File: src/rtl/stream_mux_rr_pkg.sv
// Shared constants and helpers for the round-robin streaming multiplexer.
package stream_mux_pkg;

  localparam int MODE_SEL = 0;
  localparam int MODE_RR  = 1;

  // Next channel index after idx, wrapping n-1 -> 0 by compare so that
  // non-power-of-two channel counts never land on a phantom index.
  function automatic int next_idx(input int idx, input int n);
    return (idx >= n - 1) ? 0 : idx + 1;
  endfunction

endpackage

File: src/rtl/stream_mux_rr_if.sv
// Handshake/data bundle between the producers, the multiplexer and the consumer.
interface stream_mux_rr_if #(
  parameter int WIDTH = 8,
  parameter int NCH   = 4
);
  localparam int SELW = $clog2(NCH);

  logic [NCH*WIDTH-1:0] in_data;
  logic [NCH-1:0]       in_valid;
  logic [NCH-1:0]       in_ready;
  logic [SELW-1:0]      sel;
  logic [WIDTH-1:0]     out_data;
  logic [SELW-1:0]      out_ch;
  logic                 out_valid;
  logic                 out_ready;

  // Producer/consumer side: drives inputs, select and the consumer ready.
  modport master (
    output in_data, in_valid, sel, out_ready,
    input  in_ready, out_data, out_ch, out_valid
  );

  // Multiplexer side.
  modport slave (
    input  in_data, in_valid, sel, out_ready,
    output in_ready, out_data, out_ch, out_valid
  );

endinterface

File: src/rtl/stream_mux_rr_arbiter.sv
// Rotate-priority arbiter: the channel after ptr has highest priority,
// ptr itself the lowest. Purely combinational.
module rr_arbiter
  import stream_mux_pkg::*;
#(
  parameter  int NCH  = 4,
  localparam int SELW = $clog2(NCH)
) (
  input  logic [NCH-1:0]  req,
  input  logic [SELW-1:0] ptr,
  output logic            gnt_valid,
  output logic [SELW-1:0] gnt_idx
);

  logic [SELW-1:0] idx;

  // Walk the channels starting just after ptr; first requester wins.
  always_comb begin
    gnt_valid = 1'b0;
    gnt_idx   = '0;
    idx       = ptr;
    for (int i = 0; i < NCH; i++) begin
      idx = SELW'(next_idx(int'(idx), NCH));
      if (!gnt_valid && req[idx]) begin
        gnt_valid = 1'b1;
        gnt_idx   = idx;
      end
    end
  end

endmodule

File: src/rtl/stream_mux_rr.sv
// N-channel valid/ready stream multiplexer with a single registered output
// stage. Selection is either an external select or round-robin arbitration.
module stream_mux_rr
  import stream_mux_pkg::*;
#(
  parameter  int WIDTH = 8,
  parameter  int NCH   = 4,
  parameter  int MODE  = MODE_RR,
  localparam int SELW  = $clog2(NCH)
) (
  input logic            clk,
  input logic            rst_n,
  stream_mux_rr_if.slave bus
);

  localparam logic [SELW:0] NCH_W = (SELW + 1)'(NCH);

  logic             load_en;
  logic             gnt_valid;
  logic [SELW-1:0]  gnt_idx;
  logic             accept;
  logic [WIDTH-1:0] chan_word [NCH];

  // The output register can take a word when it is empty or being drained.
  assign load_en = !bus.out_valid || bus.out_ready;
  assign accept  = |(bus.in_valid & bus.in_ready);

  // Split the flat input bus into per-channel words.
  always_comb begin
    for (int k = 0; k < NCH; k++) begin
      chan_word[k] = bus.in_data[k*WIDTH +: WIDTH];
    end
  end

  generate
    if (MODE == MODE_RR) begin : g_rr
      logic [SELW-1:0] rr_ptr;

      rr_arbiter #(.NCH(NCH)) u_arb (
        .req       (bus.in_valid),
        .ptr       (rr_ptr),
        .gnt_valid (gnt_valid),
        .gnt_idx   (gnt_idx)
      );

      // Pointer remembers the last accepted channel; it only moves on a transfer.
      always_ff @(posedge clk) begin
        if (!rst_n) begin
          rr_ptr <= SELW'(NCH - 1);
        end else if (accept) begin
          rr_ptr <= gnt_idx;
        end
      end
    end else begin : g_sel
      // External select; an out-of-range select simply never grants.
      always_comb begin
        gnt_valid = 1'b0;
        gnt_idx   = bus.sel;
        if ({1'b0, bus.sel} < NCH_W) begin
          gnt_valid = bus.in_valid[bus.sel];
        end
      end
    end
  endgenerate

  // At most one ready bit, only when the output stage can load and not in reset.
  always_comb begin
    bus.in_ready = '0;
    if (rst_n && load_en && gnt_valid) begin
      bus.in_ready[gnt_idx] = 1'b1;
    end
  end

  // One-entry output register: load replaces, drain empties, stall holds.
  always_ff @(posedge clk) begin
    if (!rst_n) begin
      bus.out_valid <= 1'b0;
      bus.out_data  <= '0;
      bus.out_ch    <= '0;
    end else if (load_en) begin
      if (accept) begin
        bus.out_valid <= 1'b1;
        bus.out_data  <= chan_word[gnt_idx];
        bus.out_ch    <= gnt_idx;
      end else begin
        bus.out_valid <= 1'b0;
      end
    end
  end

endmodule
File: src/flat_wrapper.sv
// flat-port wrapper written by rule: the top's interface ports become plain ports
module stream_mux_rr_flat import stream_mux_pkg::*;
#(
  parameter  int WIDTH = 8,
  parameter  int NCH   = 4,
  parameter  int MODE  = MODE_RR,
  localparam int SELW  = $clog2(NCH)
)
  (clk, rst_n, bus_in_data, bus_in_valid, bus_sel, bus_out_ready, bus_in_ready, bus_out_data, bus_out_ch, bus_out_valid);
  stream_mux_rr_if #(.WIDTH(WIDTH), .NCH(NCH)) bus_i ();
  input logic clk;
  input logic rst_n;
  input wire logic [$bits(bus_i.in_data)-1:0] bus_in_data;
  input wire logic [$bits(bus_i.in_valid)-1:0] bus_in_valid;
  input wire logic [$bits(bus_i.sel)-1:0] bus_sel;
  input wire logic [$bits(bus_i.out_ready)-1:0] bus_out_ready;
  output wire logic [$bits(bus_i.in_ready)-1:0] bus_in_ready;
  output wire logic [$bits(bus_i.out_data)-1:0] bus_out_data;
  output wire logic [$bits(bus_i.out_ch)-1:0] bus_out_ch;
  output wire logic [$bits(bus_i.out_valid)-1:0] bus_out_valid;
  assign bus_i.in_data = bus_in_data;
  assign bus_i.in_valid = bus_in_valid;
  assign bus_i.sel = bus_sel;
  assign bus_i.out_ready = bus_out_ready;
  assign bus_in_ready = bus_i.in_ready;
  assign bus_out_data = bus_i.out_data;
  assign bus_out_ch = bus_i.out_ch;
  assign bus_out_valid = bus_i.out_valid;
  stream_mux_rr #(.WIDTH(WIDTH), .NCH(NCH), .MODE(MODE)) u_core (.clk(clk), .rst_n(rst_n), .bus(bus_i));
endmodule
File: config.mk
export PLATFORM = sky130hd
export DESIGN_NAME = stream_mux_rr_flat
export DESIGN_NICKNAME = d
export VERILOG_FILES = /design/src/rtl/stream_mux_rr_pkg.sv /design/src/rtl/stream_mux_rr_if.sv /design/src/rtl/stream_mux_rr_arbiter.sv /design/src/rtl/stream_mux_rr.sv /design/src/flat_wrapper.sv
export SDC_FILE = /design/constraint.sdc
export NUM_CORES = 1
export LEC_CHECK = 0
export BUFFER_PORTS_ARGS = -buffer_cell sky130_fd_sc_hd__clkbuf_2
export CAP_MARGIN = 0
export CORE_UTILIZATION = 39
export DETAILED_ROUTE_END_ITERATION = 6
export PLACE_DENSITY_LB_ADDON = 0.3
export SYNTH_ARGS = -nofsm -noshare
export SYNTH_HDL_FRONTEND = slang
export SYNTH_SLANG_ARGS = --single-unit
File: constraint.sdc
create_clock -name clk -period 3.1 [get_ports clk]
set_input_delay 0.155 -clock clk [delete_from_list [all_inputs] [get_ports clk]]
set_output_delay 0.155 -clock clk [all_outputs]
set_load 0.03 [all_outputs]
# Word-level counts from Yosys, hierarchy flattened
# Cells that the tools add are included.
[classes] reduce_logical=13 n_addsub=4 muxes=27 bitwise_logic=2 n_lt_le_gt_ge=11
[op_table] cell="binary-select mux 8 bit (select 2 bit)" n=1
[op_table] cell="two-way mux 2 bit" n=8
[op_table] cell="two-way mux 8 bit" n=2
[op_table] cell="< comparator 2 x 3 -> 1 bit (second input constant)" n=5
[op_table] cell="two-way mux 1 bit" n=10
[op_table] cell="adder 2 x 1 -> 2 bit (second input constant)" n=4
[op_table] cell="binary-select mux 1 bit (select 2 bit)" n=4
[op_table] cell="greater-or-equal comparator 2 bit (second input constant)" n=4
[op_table] cell="logical AND 1 bit" n=6
[op_table] cell="AND 4 bit" n=1
[op_table] cell="logical NOT 1 bit" n=4
[op_table] cell="two-way mux 4 bit" n=1
[op_table] cell="OR reduction 4 bit" n=1
[op_table] cell="greater-or-equal comparator 3 bit (second input constant)" n=1
[op_table] cell="inverter 2 -> 3 bit" n=1
[op_table] cell="demux 1 bit (select 2 bit)" n=1
[op_table] cell="greater-or-equal comparator 2 x 1 -> 1 bit (second input constant)" n=1
[op_table] cell="AND reduction 2 bit" n=1
[op_table] cell="logical OR 1 bit" n=1
[totals] ff_bits=13 in_bits=41

# Logic depth before layout (Yosys ltp)
# Gate-level depths: netlist of the first run.
[depth] depth_word=22 ltp_mapped=8

# By module
# A second synthesis of the first run with hierarchy kept.
[unflattened] hier_cells=90 area_unflattened_um2=870.8
[modules_own_cells] mod="stream_mux_rr" instances=1 area_per_inst_um2=763.2 cells_each=75
[modules_own_cells] mod="rr_arbiter" instances=1 area_per_inst_um2=107.6 cells_each=15

# Worst setup path after synthesis of the first run
# OpenSTA, ideal clock, no wires.
[synth_timing] kind="register to output" start="reg u_core.g_rr.rr_ptr[0]" end="out bus_in_ready[2]" t_arrival_ns=2.045 t_required_ns=2.945 stages_incl_launch_ff=7 slack_ns=0.900 n_path_buf=2 cell_sequence="dfxtp_1 > ha_1 > nor4_1 > o32ai_2 > buf_6 > buf_12 > nor3b_1"
[synth_between] elab_chain_len=19
[synth_lines] item="from (decl)" line_no="stream_mux_rr.sv:37" source="logic [SELW-1:0] rr_ptr;"
[synth_lines] item="from (signal assigned)" line_no="stream_mux_rr.sv:49" source="rr_ptr <= SELW'(NCH - 1);"
[synth_lines] item="from (signal assigned)" line_no="stream_mux_rr.sv:51" source="rr_ptr <= gnt_idx;"
[synth_lines] item="adder 2 x 1 -> 2 bit / greater-or-equal comparator 2 bit (equally long branches)" line_no="stream_mux_rr_pkg.sv:10" source="return (idx >= n - 1) ? 0 : idx + 1;"
[synth_lines] item="two-way mux 2 bit (*)" line_no="stream_mux_rr_pkg.sv:10"
[synth_lines] item="branches (longest 16 deep; another with < comparator 2 x 3 -> 1 bit)"
[synth_lines] item="two-way mux 4 bit (*)" line_no="stream_mux_rr.sv:69" source="if (rst_n && load_en && gnt_valid) begin"
[synth_lines] item="to (decl)" line_no="flat_wrapper.sv:17" source="output wire logic [$bits(bus_i.in_ready)-1:0] bus_in_ready;"
# Mark *: on every way between the ends. The select of a mux whose other input is x is not followed.

# Worst setup path after layout of the first run
[layout_timing] start="reg u_core.g_rr.rr_ptr[0]" end="out bus_in_ready[3]"
# Same word-level chain as after synthesis.

==> impl_metrics.env, run 1 <==
export IMPL_cts_num_sinks=13
export IMPL_io_pins=56
export IMPL_grt_usage_pct=18.15
export IMPL_setup_worst_path_class="flip-flop to primary output"
export IMPL_antenna_found_initial=0
export IMPL_max_freq_mhz=400.8
export IMPL_crit_required_ns=2.94
export IMPL_std_cell_rows=17
export IMPL_design_area_um2=1214
export IMPL_tns_ns=0
export IMPL_grt_pass1_wl_um=3629
export IMPL_synth_cells=117
export IMPL_critical_path_cell_chain="ha_1 > o311ai_1 > o211ai_1 > nor3_1 > clkbuf_2"
export IMPL_remaining_drc_errors=0
export IMPL_synth_main_ff_cell="dfxtp_1"
export IMPL_die_h_um=51.09
export IMPL_yosys_top_cells_area="dfxtp_1, mux2i_1, nor3_1"
export IMPL_cts_tree="yes"
export IMPL_skew_ns=0.003442
export IMPL_crit_path_end_kind="primary output"
export IMPL_ir_worst_vdd_v=0.0002526
export IMPL_path_clk_slew_ns=0.08
export IMPL_async_reset_ff_share_pct=0
export IMPL_switching_share_pct=40.15
export IMPL_diodes=0
export IMPL_drv_cap=0
export IMPL_intPower_uw=350.0
export IMPL_holdWs_ns=0.1135
export IMPL_slew_headroom_pct=21.44
export IMPL_htree_levels=1
export IMPL_setup_violations=0
export IMPL_fp_dieW_um=51.09
export IMPL_area_growth_pct=29.16
export IMPL_wl_um=2186
export IMPL_viasPerCell=4.949
export IMPL_status="finished clean"
export IMPL_gp_congestion=0.7183
export IMPL_r2r_start="u_core.g_rr.rr_ptr[0]"
export IMPL_switching_power_uw=234.8
export IMPL_hold_violations=0
export IMPL_placed_cells=194
export IMPL_fin_cells=198
export IMPL_synth_area_per_cell_um2=8.031
export IMPL_cp_max_fo=12
export IMPL_synth_seq_cells=13
export IMPL_worstSkewPairLatency_ns=0.27
export IMPL_vias=980
export IMPL_hpwl_um=1767
export IMPL_maxSlewViolCount=0
export IMPL_worstSetupStartpoint="u_core.g_rr.rr_ptr[0]"
export IMPL_numCtsBuffers=3
export IMPL_leakagePower_nw=0.6578
export IMPL_syn_num_nets=159
export IMPL_yosys_area_top_type="dfxtp_1"
export IMPL_postCtsSetupBuffers=0
export IMPL_grt_overflow=0
export IMPL_worstMarginPinSlew_ns=1.173
export IMPL_worstSetupStartpointType="flip-flop"
export IMPL_comb_power_share_pct=46.4
export IMPL_hold_class="input pin to flip-flop"
export IMPL_seqPwrFrac_pct=35.9
export IMPL_cts_repair_resized=0
export IMPL_root_buffer="clkbuf_4"
export IMPL_synth_top_area_share_pct=27.70
export IMPL_initial_core_util_pct=42.07
export IMPL_period_share_pct=80.49
export IMPL_dieArea_um2=2610
export IMPL_synth_edf_count=0
export IMPL_grt_pass1_vias=951
export IMPL_ys_warn_count=0
export IMPL_fillers=235
export IMPL_worstPathArrival_ns=2.34
export IMPL_final_min_clock_period_ns=2.495
export IMPL_power_density_nw_per_um2=481.8
export IMPL_final_util_pct=54.34
export IMPL_rsz0062_at_grt="no"
export IMPL_hp_start="rst_n"
export IMPL_core_um2=2233
export IMPL_io_buffers=53
export IMPL_cts_path_max_buffers=2
export IMPL_drt_iter0_markers=3
export IMPL_crit_slowest_cell="o211ai_1"
export IMPL_syn_area_um2=939.7
export IMPL_ant_nets=0
export IMPL_placed_area_um2=1187
export IMPL_clockPowerShare_pct=17.6
export IMPL_wl_per_cell_um=11.04
export IMPL_postCtsHoldBufs=0
export IMPL_finalNetCount=213
export IMPL_grt_max_degree=20
export IMPL_cpPeakStageDelay_ns=0.50
export IMPL_synth_cell_type_count=29
export IMPL_ys_seq_area_share_pct=27.70
export IMPL_drive_gt1_share_pct=36.47
export IMPL_drt_first_pass_iters=3
[per-layer routing]
layer  track usage (%)  vias up  share of wire, %
met5                 0        -                 0
met4             9.722        0               1.1
met3             2.381        2               4.9
met2             33.55       33                49
met1             19.71      432                45
li1                  -      513                 -
[power groups by stage]
| stage | logic, mW | registers, mW | clock network [mW] |
|---|---|---|---|
| detailed placement | 0.273 | 0.214 | 0 |
| CTS | 0.274 | 0.210 | 0.107 |
| global route | 0.297 | 0.215 | 0.115 |
| finish | 0.272 | 0.210 | 0.103 |
| floorplan | 0.167 | 0.260 | 0 |
| global placement | 0.267 | 0.213 | 0 |
[flip-flops by register name (all words and copies together), names as in the netlist]
signal,flops
u_core.bus.out_data,8
u_core.g_rr.rr_ptr,2
u_core.bus.out_ch,2
u_core.bus.out_valid,1
[Yosys cell counts, drive strengths merged, types with 2 or more instances]
master	n
dfxtp	13
inv	17
nand2b	2
nor3	17
nand3	3
buf	3
mux2i	16
o211ai	9
or2	2
nor2	4
a21oi	3
nand2	14
clkbuf	3
[cells in the final DEF, fill, tap and decap left out, types with 3 or more instances in the layout]
cell type and instances:
clkbuf_2 53, clkbuf_4 3, dfxtp_1 13, inv_1 17
mux2i_1 16, nand2_1 14, nor2_1 4, nor3_1 17
o211ai_1 9
[final cells by class]
class | count | area (µm²) | area share (%)
flip-flops and latches | 13 | 260.3 | 21.44
well taps | 28 | 35.03 | 2.887
inverters | 17 | 63.81 | 5.258
clock buffers | 4 | 26.28 | 2.165
repair buffers | 55 | 280.3 | 23.09
multi-input cells | 81 | 548.0 | 45.15
[worst max-delay path, delay by kind of cell, from the launching register on]
family	cells	cell delay, ns
simple gates	1	0.32
flops	1	0.44
buf+inv	1	0.24
compound gates	2	0.75
fa+ha+maj	1	0.33
[final timing paths]
kind | endpoint | slack [ns] | depth (start not counted)
max | bus_in_ready[3] | 0.60 | 5
min | u_core.g_rr.rr_ptr[1] | 0.11 | 2
max reg2reg | u_core.bus.out_data[3] | 0.75 | 7
min reg2reg | u_core.bus.out_ch[1] | 0.46 | 2
[logic make-up after synthesis]
| logic type | Yosys count | synth area share (%) |
|---|---|---|
| buf+inv | 23 | 13.98 |
| flops | 13 | 27.70 |
| mux | 16 | 17.04 |
| fa+ha+maj | 1 | 1.331 |
| simple gates | 46 | 25.17 |
| compound gates | 18 | 14.78 |
[per-stage QoR]
step                      setup slack, ns  power, mW
after global placement             0.8351     0.4805
after detailed placement           0.7710     0.4875
after CTS                          0.5744     0.5919
final                              0.6047     0.5847
after floorplan                    0.8997     0.4269
after global routing               0.4248     0.6268
Power figures use the tool's default switching activity.
==> run 2, diff against run 1 <==
==> constraint.sdc (replaced) <==
create_clock -name clk -period 2.6 [get_ports clk]
set_input_delay 0.13 -clock clk [delete_from_list [all_inputs] [get_ports clk]]
set_output_delay 0.13 -clock clk [all_outputs]
set_load 0.03 [all_outputs]
==> run 2 against run 1 <==
Effect of this change: worst hold slack lost 0.024 ns; clock skew increased by 0.00068 ns; clock-buffer cell count unchanged; die area stayed put; non-clock buffer count grew 1; clock power is 22% higher; critical path depth rose by 1; setup slack got worse by 0.34 ns; via count is 3.4% higher; critical path type unchanged.
==> impl_metrics.env, run 2 (same netlist as run 1, synthesis figures left out) <==
export IMPL_slew_headroom_pct=72.72
export IMPL_worstSkewPairLatency_ns=0.27
export IMPL_worstPathArrival_ns=2.21
export IMPL_worstMarginPinSlew_ns=0.4092
export IMPL_largest_reg_flops=8
export IMPL_drt_first_pass_iters=4
export IMPL_cp_max_fo=10
export IMPL_power_uw=704.4
export IMPL_hp_start="rst_n"
export IMPL_grt_overflow=0
export IMPL_cts_num_sinks=13
export IMPL_std_cell_rows=17
export IMPL_cts_repair_resized=0
export IMPL_period_share_pct=89.90
export IMPL_cp_num_cells=6
export IMPL_crit_family="compound AO/OA/AOI/OAI gates"
export IMPL_setup_worst_path_class="flip-flop to primary output"
export IMPL_skew_ns=0.004124
export IMPL_postCtsHoldBufs=0
export IMPL_antenna_found_initial=0
export IMPL_r2r_worst_path_cells=7
export IMPL_regArea_um2=260.3
export IMPL_vias=1013
export IMPL_hold_depth=2
export IMPL_final_common_cell="clkbuf_2"
export IMPL_diodes=0
export IMPL_root_buffer="clkbuf_4"
export IMPL_final_min_clock_period_ns=2.337
export IMPL_remaining_drc_errors=0
export IMPL_hold_path_end="u_core.g_rr.rr_ptr[0]"
export IMPL_status="finished clean"
export IMPL_maxSlewViolCount=0
export IMPL_dieArea_um2=2610
export IMPL_cts_tree="yes"
export IMPL_power_density_nw_per_um2=576.8
export IMPL_grt_max_degree=20
export IMPL_tns_ns=0
export IMPL_leakagePower_nw=0.6624
export IMPL_io_pins=56
export IMPL_wl_per_cell_um=11.16
export IMPL_worstSetupStartpointType="flip-flop"
export IMPL_drt_iter0_markers=8
export IMPL_path_clk_slew_ns=0.08
export IMPL_ant_nets=0
export IMPL_core_um2=2233
export IMPL_crit_required_ns=2.47
export IMPL_fillers=233
export IMPL_multi_input_area_um2=548.0
export IMPL_cts_path_max_buffers=2
export IMPL_numCtsBuffers=3
export IMPL_rrSetupSlack_ns=0.64
export IMPL_crit_slowest_cell="dfxtp_1"
export IMPL_drv_cap=0
export IMPL_die_h_um=51.09
export IMPL_postCtsSetupBuffers=0
export IMPL_setup_violations=0
export IMPL_grt_usage_pct=18.37
export IMPL_ir_worst_vdd_v=0.0003019
export IMPL_reg_top3="u_core.bus.out_data x8, u_core.bus.out_ch x2, u_core.g_rr.rr_ptr x2"
export IMPL_max_freq_mhz=427.8
export IMPL_htree_levels=1
export IMPL_rsz0062_at_grt="no"
export IMPL_grt_pass1_wl_um=3629
export IMPL_reg2reg_to="u_core.bus.out_data[2]"
export IMPL_viasPerCell=5.090
export IMPL_hpwl_um=1767
export IMPL_grt_pass1_vias=941
export IMPL_drive_gt1_share_pct=36.84
export IMPL_r2r_start="u_core.g_rr.rr_ptr[0]"
export IMPL_critical_path_cell_chain="ha_1 > o31a_1 > o32ai_2 > nand2b_1 > nor2b_1 > clkbuf_2"
export IMPL_area_growth_pct=29.96
export IMPL_fp_dieW_um=51.09
export IMPL_hold_violations=0
export IMPL_cp_buffers_inverters=1
export IMPL_initial_core_util_pct=42.07
export IMPL_regMostFlops="u_core.bus.out_data"
export IMPL_gp_congestion=0.7249
export IMPL_wl_um=2220
export IMPL_hold_class="input pin to flip-flop"
export IMPL_finalNetCount=214
export IMPL_cpPeakStageDelay_ns=0.38
export IMPL_crit_path_end_kind="primary output"
export IMPL_io_buffers=53
export IMPL_final_cell_mix="clkbuf_2, nor3_1, inv_1"
[run 2: changes by cell type in the layout (fill, tap and decap cells not counted)]
cell   change
buf_4      +1
[run 2: routing by layer]
layer  global-route usage (%)  wire length [µm]  vias to the layer above
met5                        0                 0                        -
met4                    11.57                57                        0
met3                    2.381               119                        6
met2                    33.33              1099                       38
met1                    19.78               943                      452
li1                         -                 -                      517
[run 2: area by class of cell]
cell class,count,share of cell area [%]
repair buffers,56,23.57
clock buffers,4,2.152
inverters,17,5.225
flip-flops and latches,13,21.31
well taps,28,2.869
multi-input cells,81,44.88
[run 2: worst max path at each step]
stage	from	endpoint	slack, ns
after floorplan	u_core.g_rr.rr_ptr[0]	bus_in_ready[2]	0.42
after global placement	u_core.g_rr.rr_ptr[0]	bus_in_ready[0]	0.62
after detailed placement	u_core.g_rr.rr_ptr[0]	bus_in_ready[0]	0.57
after CTS	u_core.g_rr.rr_ptr[0]	bus_in_ready[0]	0.26
after global routing	u_core.g_rr.rr_ptr[0]	bus_in_ready[0]	0.16
final	u_core.g_rr.rr_ptr[0]	bus_in_ready[0]	0.26
[run 2: worst reg2reg max path, delay by kind of cell (launching register included)]
kind / cells / cell delay (ns)
AOI/OAI and AO/OA: 3 / 0.70
DFF: 1 / 0.38
adders and majority gates: 1 / 0.28
buffers and inverters: 1 / 0.27
muxes: 1 / 0.14
and+or+nand+nor: 1 / 0.07
[run 2: power by group]
part,switching [mW],internal (mW)
clock network,0.0664,0.0595
registers,0.0192,0.232
logic,0.199,0.128
[run 2: per-stage QoR]
step / util (%) / cell area [µm²] / worst slack [ns] / hold WS [ns] / std cells
global route: 54.68 / 1221 / 0.1551 / 0.1057 / 199
finish: 54.68 / 1221 / 0.2625 / 0.08918 / 199
detailed placement: 53.50 / 1195 / 0.5729 / 0.3753 / 195
CTS: 54.68 / 1221 / 0.2621 / 0.08915 / 199
global placement: 53.50 / 1195 / 0.6162 / 0.3639 / 195
floorplan: - / 939.7 / 0.4247 / 0.2018 / 117
